**src/rtl/word_serializer_pkg.sv**
```systemverilog
// Shared types and constants for the Hack word serializer and its serial helpers.
package word_serializer_pkg;

    localparam int unsigned WORD_W     = 16;
    localparam int unsigned WORD_CNT_W = $clog2(WORD_W);

    typedef enum logic [1:0] {
        IDLE   = 2'd0,
        SHIFT  = 2'd1,
        PARITY = 2'd2
    } ser_state_e;

    // Counter width for a frame of w bits, never narrower than one bit.
    function automatic int unsigned cnt_width(input int unsigned w);
        return (w > 1) ? $clog2(w) : 1;
    endfunction

endpackage

```
**src/rtl/word_serializer_bit_counter.sv**
```systemverilog
// Up-counter with synchronous clear (priority) and enable; shared by serial TX/RX blocks.
module bit_counter #(
    parameter int unsigned W = 4
) (
    input  logic         clk,
    input  logic         rst_n,
    input  logic         clr,
    input  logic         en,
    output logic [W-1:0] count
);

    logic [W-1:0] count_q;
    logic [W-1:0] count_d;

    always_comb begin
        count_d = count_q;
        if (clr) begin
            count_d = '0;
        end else if (en) begin
            count_d = count_q + W'(1);
        end
    end

    always_ff @(posedge clk or negedge rst_n) begin
        if (!rst_n) begin
            count_q <= '0;
        end else begin
            count_q <= count_d;
        end
    end

    assign count = count_q;

endmodule

```
**src/rtl/word_serializer.sv**
```systemverilog
// Parallel-in, MSB-first serial-out transmitter with valid/last framing.
// Optional trailing even-parity bit enabled by defining WORD_SERIALIZER_PARITY_EN.
module word_serializer
    import word_serializer_pkg::*;
#(
    parameter int unsigned WIDTH = WORD_W
) (
    input  logic             clk,
    input  logic             rst_n,
    input  logic             load,
    input  logic [WIDTH-1:0] in,
    output logic             ready,
    output logic             sout,
    output logic             sout_valid,
    output logic             last
);

    localparam int unsigned      CNT_W      = cnt_width(WIDTH);
    localparam logic [CNT_W-1:0] CNT_LAST   = CNT_W'(WIDTH - 1);
    localparam logic [CNT_W-1:0] CNT_PENULT = CNT_W'(WIDTH - 2);

    ser_state_e       state_q, state_d;
    logic [WIDTH-1:0] shreg_q, shreg_d;
    logic [CNT_W-1:0] cnt_q;
    logic             cnt_clr;
    logic             cnt_en;
    logic             ready_q, ready_d;
    logic             sout_q, sout_d;
    logic             sout_valid_q, sout_valid_d;
    logic             last_q, last_d;
`ifdef WORD_SERIALIZER_PARITY_EN
    logic             parity_q, parity_d;
`endif

    bit_counter #(
        .W (CNT_W)
    ) u_bit_counter (
        .clk   (clk),
        .rst_n (rst_n),
        .clr   (cnt_clr),
        .en    (cnt_en),
        .count (cnt_q)
    );

    // Next state, datapath and next-cycle output decode.
    always_comb begin
        state_d = state_q;
        shreg_d = shreg_q;
        cnt_clr = 1'b0;
        cnt_en  = 1'b0;
`ifdef WORD_SERIALIZER_PARITY_EN
        parity_d = parity_q;
`endif

        case (state_q)
            IDLE: begin
                if (load) begin
                    state_d = SHIFT;
                    shreg_d = in;
                    cnt_clr = 1'b1;
`ifdef WORD_SERIALIZER_PARITY_EN
                    parity_d = ^in;
`endif
                end
            end
            SHIFT: begin
                shreg_d = {shreg_q[WIDTH-2:0], 1'b0};
                // Hold at the final count so the counter never wraps.
                cnt_en  = (cnt_q != CNT_LAST);
                if (cnt_q == CNT_LAST) begin
`ifdef WORD_SERIALIZER_PARITY_EN
                    state_d = PARITY;
`else
                    state_d = IDLE;
`endif
                end
            end
`ifdef WORD_SERIALIZER_PARITY_EN
            PARITY: begin
                state_d = IDLE;
            end
`endif
            default: begin
                state_d = IDLE;
            end
        endcase

        ready_d      = (state_d == IDLE);
        sout_valid_d = (state_d != IDLE);
        sout_d       = (state_d == SHIFT) ? shreg_d[WIDTH-1] : 1'b0;
`ifdef WORD_SERIALIZER_PARITY_EN
        if (state_d == PARITY) begin
            sout_d = parity_d;
        end
        last_d = (state_d == PARITY);
`else
        // Next cycle carries bit 0 when the counter is about to reach WIDTH-1.
        last_d = (state_q == SHIFT) && (state_d == SHIFT) && (cnt_q == CNT_PENULT);
`endif
    end

    always_ff @(posedge clk or negedge rst_n) begin
        if (!rst_n) begin
            state_q      <= IDLE;
            shreg_q      <= '0;
            ready_q      <= 1'b1;
            sout_q       <= 1'b0;
            sout_valid_q <= 1'b0;
            last_q       <= 1'b0;
`ifdef WORD_SERIALIZER_PARITY_EN
            parity_q     <= 1'b0;
`endif
        end else begin
            state_q      <= state_d;
            shreg_q      <= shreg_d;
            ready_q      <= ready_d;
            sout_q       <= sout_d;
            sout_valid_q <= sout_valid_d;
            last_q       <= last_d;
`ifdef WORD_SERIALIZER_PARITY_EN
            parity_q     <= parity_d;
`endif
        end
    end

    assign ready      = ready_q;
    assign sout       = sout_q;
    assign sout_valid = sout_valid_q;
    assign last       = last_q;

endmodule

```
**config.mk**
```make
export PLATFORM = sky130hd
export DESIGN_NAME = word_serializer
export DESIGN_NICKNAME = d
export VERILOG_FILES = /design/src/rtl/word_serializer_pkg.sv /design/src/rtl/word_serializer_bit_counter.sv /design/src/rtl/word_serializer.sv
export SDC_FILE = /design/constraint.sdc
export NUM_CORES = 1
export LEC_CHECK = 0
export ABC_CLOCK_PERIOD_IN_PS = 1300
export CAP_MARGIN = 20
export CORE_MARGIN = 2
export CORE_UTILIZATION = 40
export CTS_CLUSTER_SIZE = 20
export DETAILED_ROUTE_END_ITERATION = 7
export PLACE_DENSITY = 0.7
export SKIP_LAST_GASP = 1
export SLEW_MARGIN = 20
export SYNTH_ARGS = -nofsm -noshare
export SYNTH_HDL_FRONTEND = slang
export SYNTH_SLANG_ARGS = --single-unit
```
**constraint.sdc**
```tcl
create_clock -name clk -period 1.3 [get_ports clk]
set_input_delay 0.195 -clock clk [delete_from_list [all_inputs] [get_ports clk]]
set_output_delay 0.195 -clock clk [all_outputs]
set_load 0.02 [all_outputs]
```
==> flow_summary.yaml <==
critical_path:
  cp_slowest_stage_delay_ps: 480
  r2r_cells: 4
  r2r-start: "state_q[1]"
  cp_slowest_cell: "dfrtp_2"
  arrival_ps: 1420
  crit_buf_inv: 1
  cp-end-kind: "register"
  critPathTopFamily: "flip-flops"
  cp_data_required_time_ps: 1510
  path_cells: "nor2b_1 > buf_6 > and4b_1 > nor3_1"
  path_class: "reg -> reg"
  path_max_fanout: 12
  reg2reg_slack_ps: 100
  r2r-end: "u_bit_counter.count[3]"
  critPathLaunchType: "register"
grt:
  grt_pass1_wl_um: 4330
  grt_pass1_vias: 989
  grt_usage: 0.155
  grt_remaining_overflow: 0
  grt_max_degree: 27
  antenna_found_initial: 0
cells_and_area:
  syn_to_final_growth_pct: 33.2
  antennaDiodeCount: 0
  fin_cells: 203
  stdcell_area_um2: 1700
  fin_util: 0.556
  layout-drive-gt1-share: 0.157
  layout.nets: 181
run_status:
  status: "completed"
power:
  irDropWorstVdd_mv: 0.620
  total_leakage_power_nw: 0.738
  p_per_area_nw_per_um2: 1220
yosys:
  synth_top_area_share: 0.491
  syn_area_um2: 1270
  ys_warn_count: 0
  synth.avg_cell_area_um2: 9.95
  synth.distinct_cells: 26
  synthesis.nets: 149
  ys_seq_elements: 26
  synth_top_area_cell: "dfrtp_1"
  synth-seq-area-share: 0.512
  synth_area_leaders: "dfrtp_1 (49%), a22oi_1 (8.8%), a21oi_1 (8.3%), nor2b_1 (5.9%), o21ai_1 (4.3%)"
  synth_cells: 128
worst_hold_path:
  hold_path.class: "in -> async"
floorplanning:
  rows: 20
  dieArea_um2: 3650
  die_h_um: 60.4
  start_util: 0.417
  coreArea_um2: 3050
  dieWidth_um: 60.4
  ios: 23
clock_network:
  clock_latency_ps: 310
  clock_path_buffers: 2
  cts_sinks: 26
  cts_tree: "done"
  clk_pin_slew_ps: 140
  cts_root_buf: "clkbuf_4"
  h-tree-depth: 1
  ctsHoldBuffers: 0
  cts-buffers-inserted: 3
place:
  dpl.hpwl_um: 1770
  io_buffers: 22
  place.gp.congestion: 0.772
  dpl.cell_count: 198
  placed_cell_area_um2: 1630
drt:
  drt_wl_total_um: 2550
  drcViolationCount: 0
  drt_iter0_drc: 41
  vias: 1043
  dr.pass1.iters: 4
  final_antenna_net_count: 0
  via_per_inst: 5.14
  avgRoutedWirePerCell_um: 12.5
sta:
  finalClockSkew_ps: 6.09
  period_share: 0.926
  fmax_mhz: 831
  slew_viol_final: 0
  finalSetupViolCount: 0
  hold_violations: 0
  min_period_ps: 1200
  rsz0062_at_grt: "yes"
run:
  drv_cap: 0
==> state kept, by name, indices dropped and copies added, names as in the netlist <==
signal / flops
shreg_q: 16
sout_valid: 1
ready: 1
state_q: 2
sout: 1
last: 1
u_bit_counter.count: 4
==> cells by family after synthesis <==
kind of cell,count (synthesis),share of synthesized area
compound gates,54,0.250
simple gates,32,0.161
flops,26,0.512
buf+inv,12,0.0471
fa+ha+maj,2,0.0196
mux,1,0.00786
other cells,1,0.00294
==> report_power, final <==
| group | switching, W | internal (W) |
|---|---|---|
| clock network | 0.000231 | 0.000171 |
| logic | 0.000254 | 0.000319 |
| registers | 0.000121 | 0.000980 |
==> final cells by class <==
class	instances	area [um^2]
Fill cell	297	1360
Inverter	4	15.0
Sequential cell	26	653
Tap cell	44	55.1
Clock buffer	4	36.3
Timing Repair Buffer	35	350
Multi-Input combinational cell	90	587
==> worst max path at each step <==
stage	from	endpoint	slack, ps	cells after the start
floorplan	state_q[0]	shreg_q[10]	130	5
global placement	load	shreg_q[13]	-60	6
detailed placement	load	sout	-120	5
CTS	ready	ready	-90	1
global route	state_q[1]	u_bit_counter.count[3]	-9	4
finish	state_q[1]	u_bit_counter.count[3]	100	4
==> layer usage <==
layer | track usage | part of all wire | vias up
li1 | - | - | 520
met1 | 0.220 | 0.49 | 496
met2 | 0.252 | 0.46 | 25
met3 | 0.0256 | 0.049 | 2
met4 | 0.0373 | 0.0039 | 0
met5 | 0 | 0 | -
==> cells in the mapped netlist <==
master	count
inv_1	4
and2b_1	4
and4b_1	2
nor4bb_1	1
nor2_1	2
a21oi_1	21
and3_1	1
conb_1	1
dfrtp_1	25
nand2_1	3
nor2b_1	12
a2bb2oi_2	1
nor3_1	2
a22oi_1	15
clkbuf_1	2
dfstp_2	1
ha_1	2
o21ai_0	6
nand3_1	3
nor2b_4	1
buf_4	3
clkbuf_2	1
nand2b_1	1
mux2i_1	1
buf_2	2
o21ai_1	11
==> through the flow <==
stage | hold WS [ps] | TNS (ps) | power, W | worst slack (ps)
6_report | 215 | 0 | 0.00207 | 96.2
5_1_grt | 201 | -8.94 | 0.00224 | -8.94
4_1_cts | 216 | -86.3 | 0.00207 | -86.3
3_5_place_dp | 506 | -1230 | 0.00167 | -119
3_3_place_gp | 496 | -695 | 0.00164 | -55.2
2_1_floorplan | -101 | 0 | 0.00144 | 133
==> timing repair <==
item / CTS / global route
pin swaps: 0 / 1
setup endpoints to repair: 4 / 7
resized for setup: 4 / 8
buffers inserted: 0 / 1
==> cell usage in the layout (no fill, tap or decap), types with 2 or more instances in the layout <==
master,count
dfrtp_1,24
nand3_1,2
clkbuf_4,3
o21ai_0,6
inv_1,4
buf_4,9
nand2_1,3
and2b_1,4
nor2_1,2
a21oi_1,21
buf_12,3
a22oi_1,15
and4b_1,2
nor3_1,2
o21ai_1,11
clkdlybuf4s50_1,18
dlygate4sd2_1,3
nor2b_1,12
Note: power is estimated with default switching activity, not from simulation.
